==> src/rtl/clock_ctrl_pkg.sv <==
// Shared types and default timing constants for the clock mode/setup controller.
package clock_ctrl_pkg;

    typedef enum logic {RUN, SET} mode_e;

    typedef enum logic [1:0] {K_IDLE, K_HOLD, K_RPT} key_state_e;

    typedef enum logic [1:0] {BTN_SD, BTN_MM, BTN_HY} btn_e;

    localparam int HOLD_CYC_DEF    = 25_000_000;
    localparam int REPEAT_CYC_DEF  = 5_000_000;
    localparam int TIMEOUT_S_DEF   = 30;
    localparam int DATE_SHOW_S_DEF = 5;
    localparam int CNT_W_DEF       = 25;

endpackage

==> src/rtl/key_repeat.sv <==
// Setup-button FSM: one pulse per press, then auto-repeat while held.
// pulse_o/btn_o are combinational; the caller registers them (1-cycle press-to-output).
module key_repeat
    import clock_ctrl_pkg::*;
#(
    parameter int HOLD_CYC   = HOLD_CYC_DEF,
    parameter int REPEAT_CYC = REPEAT_CYC_DEF,
    parameter int CNT_W      = CNT_W_DEF
) (
    input  logic       clk,
    input  logic       rst,
    input  logic       en_i,
    input  logic       btn_sd_i,
    input  logic       btn_mm_i,
    input  logic       btn_hy_i,
    output logic       pulse_o,
    output logic [1:0] btn_o
);

    localparam logic [CNT_W-1:0] HOLD_LAST = CNT_W'(HOLD_CYC - 1);
    localparam logic [CNT_W-1:0] RPT_LAST  = CNT_W'(REPEAT_CYC - 1);

    key_state_e       state_q, state_d;
    btn_e             sel_q, sel_d;
    logic [CNT_W-1:0] cnt_q, cnt_d;
    logic [2:0]       btn_q;
    logic [3:0]       btn_lvl;
    logic [2:0]       btn_rise;
    logic             held;

    assign btn_lvl  = {1'b0, btn_hy_i, btn_mm_i, btn_sd_i};
    assign btn_rise = btn_lvl[2:0] & ~btn_q;
    assign held     = btn_lvl[sel_q];
    assign btn_o    = sel_d;

    always_ff @(posedge clk) begin
        if (rst) begin
            state_q <= K_IDLE;
            sel_q   <= BTN_SD;
            cnt_q   <= '0;
            btn_q   <= '0;
        end else begin
            state_q <= state_d;
            sel_q   <= sel_d;
            cnt_q   <= cnt_d;
            btn_q   <= btn_lvl[2:0];
        end
    end

    always_comb begin
        state_d = state_q;
        sel_d   = sel_q;
        cnt_d   = cnt_q;
        pulse_o = 1'b0;
        if (!en_i) begin
            state_d = K_IDLE;
            cnt_d   = '0;
        end else begin
            case (state_q)
                K_IDLE: begin
                    if (|btn_rise) begin
                        pulse_o = 1'b1;
                        cnt_d   = '0;
                        state_d = K_HOLD;
                        if (btn_rise[2])      sel_d = BTN_HY;
                        else if (btn_rise[1]) sel_d = BTN_MM;
                        else                  sel_d = BTN_SD;
                    end
                end
                K_HOLD: begin
                    if (!held) begin
                        state_d = K_IDLE;
                        cnt_d   = '0;
                    end else if (cnt_q >= HOLD_LAST) begin
                        pulse_o = 1'b1;
                        cnt_d   = '0;
                        state_d = K_RPT;
                    end else begin
                        cnt_d = cnt_q + 1'b1;
                    end
                end
                K_RPT: begin
                    if (!held) begin
                        state_d = K_IDLE;
                        cnt_d   = '0;
                    end else if (cnt_q >= RPT_LAST) begin
                        pulse_o = 1'b1;
                        cnt_d   = '0;
                    end else begin
                        cnt_d = cnt_q + 1'b1;
                    end
                end
                default: state_d = K_IDLE;
            endcase
        end
    end

endmodule

==> src/rtl/clock_mode_ctrl.sv <==
// RUN/SET mode controller: forwards the 1 Hz tick, maps button pulses to field increments,
// owns the time/date view and blink; every output is registered, one cycle after its input.
module clock_mode_ctrl
    import clock_ctrl_pkg::*;
#(
    parameter int HOLD_CYC    = HOLD_CYC_DEF,
    parameter int REPEAT_CYC  = REPEAT_CYC_DEF,
    parameter int TIMEOUT_S   = TIMEOUT_S_DEF,
    parameter int DATE_SHOW_S = DATE_SHOW_S_DEF,
    parameter int CNT_W       = CNT_W_DEF
) (
    input  logic clk,
    input  logic rst,
    input  logic tick_1hz,
    input  logic display,
    input  logic swap_display,
    input  logic setup_second_day,
    input  logic setup_minute_month,
    input  logic setup_hour_year,
    output logic run_tick,
    output logic inc_sec,
    output logic inc_min,
    output logic inc_hour,
    output logic inc_day,
    output logic inc_month,
    output logic inc_year,
    output logic view_date,
    output logic setup_mode,
    output logic blink
);

    localparam int IDLE_W = $clog2(TIMEOUT_S + 2);
    localparam int DATE_W = $clog2(DATE_SHOW_S + 2);
    localparam logic [IDLE_W-1:0] IDLE_LAST = IDLE_W'(TIMEOUT_S);
    localparam logic [DATE_W-1:0] DATE_LAST = DATE_W'(DATE_SHOW_S);

    mode_e             mode_q, mode_d;
    logic              display_q, swap_q;
    logic              run_tick_q, run_tick_d;
    logic [5:0]        inc_q, inc_d;
    logic              view_q, view_d;
    logic              blink_q, blink_d;
    logic [IDLE_W-1:0] idle_q, idle_d, idle_tick;
    logic [DATE_W-1:0] date_q, date_d;
    logic              disp_rise, disp_fall, swap_rise;
    logic              key_en, key_pulse;
    logic [1:0]        key_btn;
    logic [2:0]        fld;

    assign key_en = (mode_q == SET);

    key_repeat #(
        .HOLD_CYC   (HOLD_CYC),
        .REPEAT_CYC (REPEAT_CYC),
        .CNT_W      (CNT_W)
    ) u_key (
        .clk      (clk),
        .rst      (rst),
        .en_i     (key_en),
        .btn_sd_i (setup_second_day),
        .btn_mm_i (setup_minute_month),
        .btn_hy_i (setup_hour_year),
        .pulse_o  (key_pulse),
        .btn_o    (key_btn)
    );

    assign disp_rise = display & ~display_q;
    assign disp_fall = ~display & display_q;
    assign swap_rise = swap_display & ~swap_q;
    assign idle_tick = (idle_q < IDLE_LAST) ? idle_q + 1'b1 : idle_q;
    assign fld       = 3'b001 << key_btn;

    always_ff @(posedge clk) begin
        if (rst) begin
            mode_q     <= RUN;
            display_q  <= 1'b0;
            swap_q     <= 1'b0;
            run_tick_q <= 1'b0;
            inc_q      <= '0;
            view_q     <= 1'b0;
            blink_q    <= 1'b0;
            idle_q     <= '0;
            date_q     <= '0;
        end else begin
            mode_q     <= mode_d;
            display_q  <= display;
            swap_q     <= swap_display;
            run_tick_q <= run_tick_d;
            inc_q      <= inc_d;
            view_q     <= view_d;
            blink_q    <= blink_d;
            idle_q     <= idle_d;
            date_q     <= date_d;
        end
    end

    always_comb begin
        mode_d     = mode_q;
        run_tick_d = 1'b0;
        inc_d      = '0;
        view_d     = view_q;
        blink_d    = blink_q;
        idle_d     = idle_q;
        date_d     = date_q;

        // The date view only auto-reverts in RUN; SET keeps the counter parked at zero.
        if (swap_rise) begin
            view_d = ~view_q;
            date_d = '0;
        end else if (mode_q == SET) begin
            date_d = '0;
        end else if (view_q && (DATE_SHOW_S != 0) && tick_1hz) begin
            if (date_q + 1'b1 >= DATE_LAST) begin
                view_d = 1'b0;
                date_d = '0;
            end else begin
                date_d = date_q + 1'b1;
            end
        end

        if (key_pulse) begin
            inc_d = view_q ? {fld, 3'b000} : {3'b000, fld};
        end

        if (mode_q == RUN) begin
            run_tick_d = tick_1hz;
            idle_d     = '0;
            blink_d    = 1'b0;
            if (disp_rise) begin
                mode_d  = SET;
                blink_d = 1'b1;
            end
        end else begin
            if (tick_1hz) blink_d = ~blink_q;
            if (key_pulse)     idle_d = '0;
            else if (tick_1hz) idle_d = idle_tick;
            if (disp_fall || (!key_pulse && tick_1hz && idle_tick == IDLE_LAST)) begin
                mode_d  = RUN;
                blink_d = 1'b0;
                idle_d  = '0;
            end
        end
    end

    assign run_tick   = run_tick_q;
    assign inc_sec    = inc_q[0];
    assign inc_min    = inc_q[1];
    assign inc_hour   = inc_q[2];
    assign inc_day    = inc_q[3];
    assign inc_month  = inc_q[4];
    assign inc_year   = inc_q[5];
    assign view_date  = view_q;
    assign setup_mode = (mode_q == SET);
    assign blink      = blink_q;

endmodule

==> config.mk <==
export PLATFORM = sky130hd
export DESIGN_NAME = clock_mode_ctrl
export DESIGN_NICKNAME = d
export VERILOG_FILES = /design/src/rtl/clock_ctrl_pkg.sv /design/src/rtl/key_repeat.sv /design/src/rtl/clock_mode_ctrl.sv
export SDC_FILE = /design/constraint.sdc
export NUM_CORES = 1
export LEC_CHECK = 0
export ABC_AREA = 0
export BUFFER_PORTS_ARGS = -buffer_cell sky130_fd_sc_hd__buf_2
export CAP_MARGIN = 25
export CELL_PAD_IN_SITES_DETAIL_PLACEMENT = 0
export CELL_PAD_IN_SITES_GLOBAL_PLACEMENT = 1
export CORE_MARGIN = 4
export CORE_UTILIZATION = 38
export CTS_CLUSTER_DIAMETER = 40
export CTS_CLUSTER_SIZE = 40
export DETAILED_ROUTE_END_ITERATION = 16
export HOLD_SLACK_MARGIN = 0.05
export PLACE_DENSITY_LB_ADDON = 0.1
export SLEW_MARGIN = 25
export SYNTH_ARGS = -nofsm -noshare
export SYNTH_HDL_FRONTEND = slang
export SYNTH_SLANG_ARGS = --single-unit
==> constraint.sdc <==
create_clock -name clk -period 6.8 [get_ports clk]
set_clock_uncertainty 0.2 [all_clocks]
set_input_delay 0.34 -clock clk [delete_from_list [all_inputs] [get_ports clk]]
set_output_delay 0.34 -clock clk [all_outputs]
set_load 0.02 [all_outputs]
==> impl_metrics.tcl <==
set metrics [dict create \
    end_kind "flip-flop" \
    min_to "display_q" \
    required_ns 6.82 \
    synthMuxAreaShare_pct 0.358 \
    viasPerCell 5.36 \
    post-place-ws_ns 4.12 \
    coreArea_sq_mm 0.00721 \
    cpMaxStageDelayCell "or4_1" \
    yosysMostFrequentCell "dfxtp_1" \
    cts-resized-gates 0 \
    maxSlewHeadroom_pct 54.9 \
    timing.fmax_ghz 0.374 \
    fillers 750 \
    numCtsBuffers 5 \
    rows 31 \
    post_cts_buffers 0 \
    synthTopCellsByArea "dfxtp_1, a211oi_2, xor2_1" \
    synth_seq_cells 52 \
    cts_sinks 52 \
    initial_utilization_pct 38.8 \
    grt_pass1_wl_um 10600 \
    grt_max_degree 35 \
    cts_tree "yes" \
    setup_viol 0 \
    yosys_warnings 0 \
    synth_top_family_by_area "simple AND/OR/NAND/NOR gates" \
    hold_violations 0 \
    power_switching_mw 0.144 \
    power_leakage_nw 1.04 \
    slowest_delay_ns 0.55 \
    crit_type "reg2reg" \
    synth_cell_types 52 \
    switching_share_pct 23.9 \
    avgSynthCellArea_sq_um 9.00 \
    synth_edf_count 0 \
    p_int_mw 0.459 \
    stdcell_count 426 \
    synth-xor-area-share_pct 7.83 \
    fin_area_sq_mm 0.00311 \
    pwr_density_cell_mw_per_mm2 194 \
    cts_root_buffer "clkbuf_8" \
    critPathLaunchType "flip-flop" \
    wl_per_cell_um 14.4 \
    arrival_ns 2.69 \
    p_comb_share_pct 9.5 \
    grt_antenna_before_repair 0 \
    period_share_pct 39.3 \
    synth_compound_area_share_pct 21.8 \
    r2r-start "u_key.state_q[0]" \
    synthToLayoutAreaGrowth_pct 11.0 \
    tightestPinTransition_ns 0.671 \
    final_nets 342 \
    drt_iter0_markers 90 \
    h-tree-depth 2 \
    multi_input_area_sq_mm 0.00167 \
    route.detailed.drc 0 \
    vdd_ir_drop_max_uv 87.1 \
    gp_congestion 0.777 \
    synth_top_area_share_pct 37.2 \
    synth_ff_type "dfxtp_1" \
    clockPowerShare_pct 38.2 \
    synthArstFlopShare_pct 0 \
    yosys.area.top_type "dfxtp_1" \
    tns_ns 0 \
    status "finished, final reports clean" \
    synthTopCellsByCount "dfxtp_1, nor2_1, nand2_1" \
    syn_inst 311 \
    portBuffers 17 \
    whs_ns 0.0662 \
    antenna_left 0 \
    regToRegSetupSlack_ns 4.13 \
    maxSlewViolCount 0 \
    ctsLongestPathBuffers 2 \
    synth_simple_gate_area_share_pct 25.6 \
    clk_latency_ns 0.30 \
    syn_area_sq_mm 0.00280 \
    pwr-share-seq_pct 52.3 \
    gr-usage-all-layers_pct 14.7 \
    dp.cells 418 \
    setup_slack_ns 4.13 \
    final_util_pct 43.1 \
    cpLargestDelayFamily "simple AND/OR/NAND/NOR gates" \
    cp_num_buf_inv 2 \
    io_pins 18 \
    hold_depth 2 \
    placed_cell_area_sq_mm 0.00298 \
    chipWidth_um 93.8 \
    drive_gt1_share_pct 15.6 \
    synthAdderAreaFrac_pct 3.58 \
    synth_nets 327 \
    grt_pass1_vias 2260 \
    drt_first_pass_iters 4 \
    clk_pin_slew_worst_paths_ns 0.10 \
    grt_remaining_overflow 0 \
    path_max_fanout 34 \
    synth_seq_area_share_pct 37.2 \
    dp_hpwl_um 4290 \
    worstPathCellList "inv_1 -> ha_1 -> a41oi_4 -> buf_4 -> nand2_1 -> or4_1 -> xor2_1 -> a211oi_1" \
    min_path_type "in2reg" \
    rsz0062_at_grt "false" \
    power.total_mw 0.603 \
    layout_min_cycle_time_ns 2.67 \
    dieArea_sq_mm 0.00880 \
    reg2reg_to "u_key.cnt_q[21]" \
    r2r_cells 8 \
    vias 2282 \
    min_from "display" \
    die_h_um 93.8 \
    diodes 0 \
    max_cap_violations 0 \
    holdBufCountCts 0 \
    seq_area_sq_mm 0.00104 \
    wl_um 6140 \
]
-- layer usage --
metal	vias to the layer above	global-route usage, %	part of all wire (%)
li1	1178	-	-
met1	1064	19.0	48
met2	33	24.7	48
met3	7	2.56	3.1
met4	0	4.45	1.4
met5	-	0	0
-- flip-flops by register name (all words and copies together) (netlist names) --
name           cells
display_q          1
u_key.btn_q        3
u_key.cnt_q       25
setup_mode         1
inc_q              6
u_key.sel_q        2
view_date          1
run_tick           1
u_key.state_q      2
blink              1
date_q             3
swap_q             1
idle_q             5
-- placed cells by master, fill, tap and decap left out, types with 10 or more instances in the layout --
cell type | Yosys | layout
a211oi_1 | 11 | 11
a211oi_2 | 17 | 17
a21oi_1 | 10 | 10
buf_2 | 0 | 17
dfxtp_1 | 52 | 52
inv_1 | 11 | 11
nand2_1 | 18 | 18
nand3_1 | 15 | 15
nand4_1 | 12 | 12
nor2_1 | 22 | 22
nor3_1 | 11 | 11
o21ai_0 | 11 | 11
xnor2_1 | 12 | 12
xor2_1 | 13 | 13
-- power groups by stage --
stage | combinational [mW] | sequential [mW] | clock (mW)
final | 0.0572 | 0.315 | 0.230
after global routing | 0.0643 | 0.317 | 0.250
after CTS | 0.0581 | 0.316 | 0.240
after detailed placement | 0.0577 | 0.323 | 0
after global placement | 0.0581 | 0.323 | 0
after floorplan | 0.0399 | 0.323 | 0
-- cell type report --
cell class                 count  share of cell area, %
tap                           99                   3.99
timing repair buffer          20                   3.46
multi-input combinational    236                   53.6
clock inverter                 1                  0.967
clock buffer                   7                   3.10
inverter                      11                   1.33
sequential                    52                   33.5
-- worst max-delay path by stage --
stage / cells after the start / end / from
global route: 8 / u_key.cnt_q[21] / u_key.state_q[0]
CTS: 8 / u_key.cnt_q[21] / u_key.state_q[0]
finish: 8 / u_key.cnt_q[21] / u_key.state_q[0]
floorplan: 7 / blink / u_key.cnt_q[0]
global placement: 8 / u_key.cnt_q[21] / u_key.state_q[0]
detailed placement: 8 / u_key.cnt_q[21] / u_key.state_q[0]
-- kinds of logic (layout without fill, tap and decap cells) --
| group | Yosys count | count (layout) |
|---|---|---|
| flops | 52 | 52 |
| xor+xnor | 25 | 25 |
| fa+ha+maj | 8 | 8 |
| compound gates | 73 | 73 |
| buf+inv | 23 | 39 |
| simple gates | 129 | 129 |
| mux | 1 | 1 |
-- worst register-to-register path, cell delays in order, from the launching register on --
cell	delay (ns)
dfxtp_1	0.40
inv_1	0.08
ha_1	0.28
a41oi_4	0.15
buf_4	0.42
nand2_1	0.20
or4_1	0.55
xor2_1	0.16
a211oi_1	0.15
(Power assumes the default switching activity.)
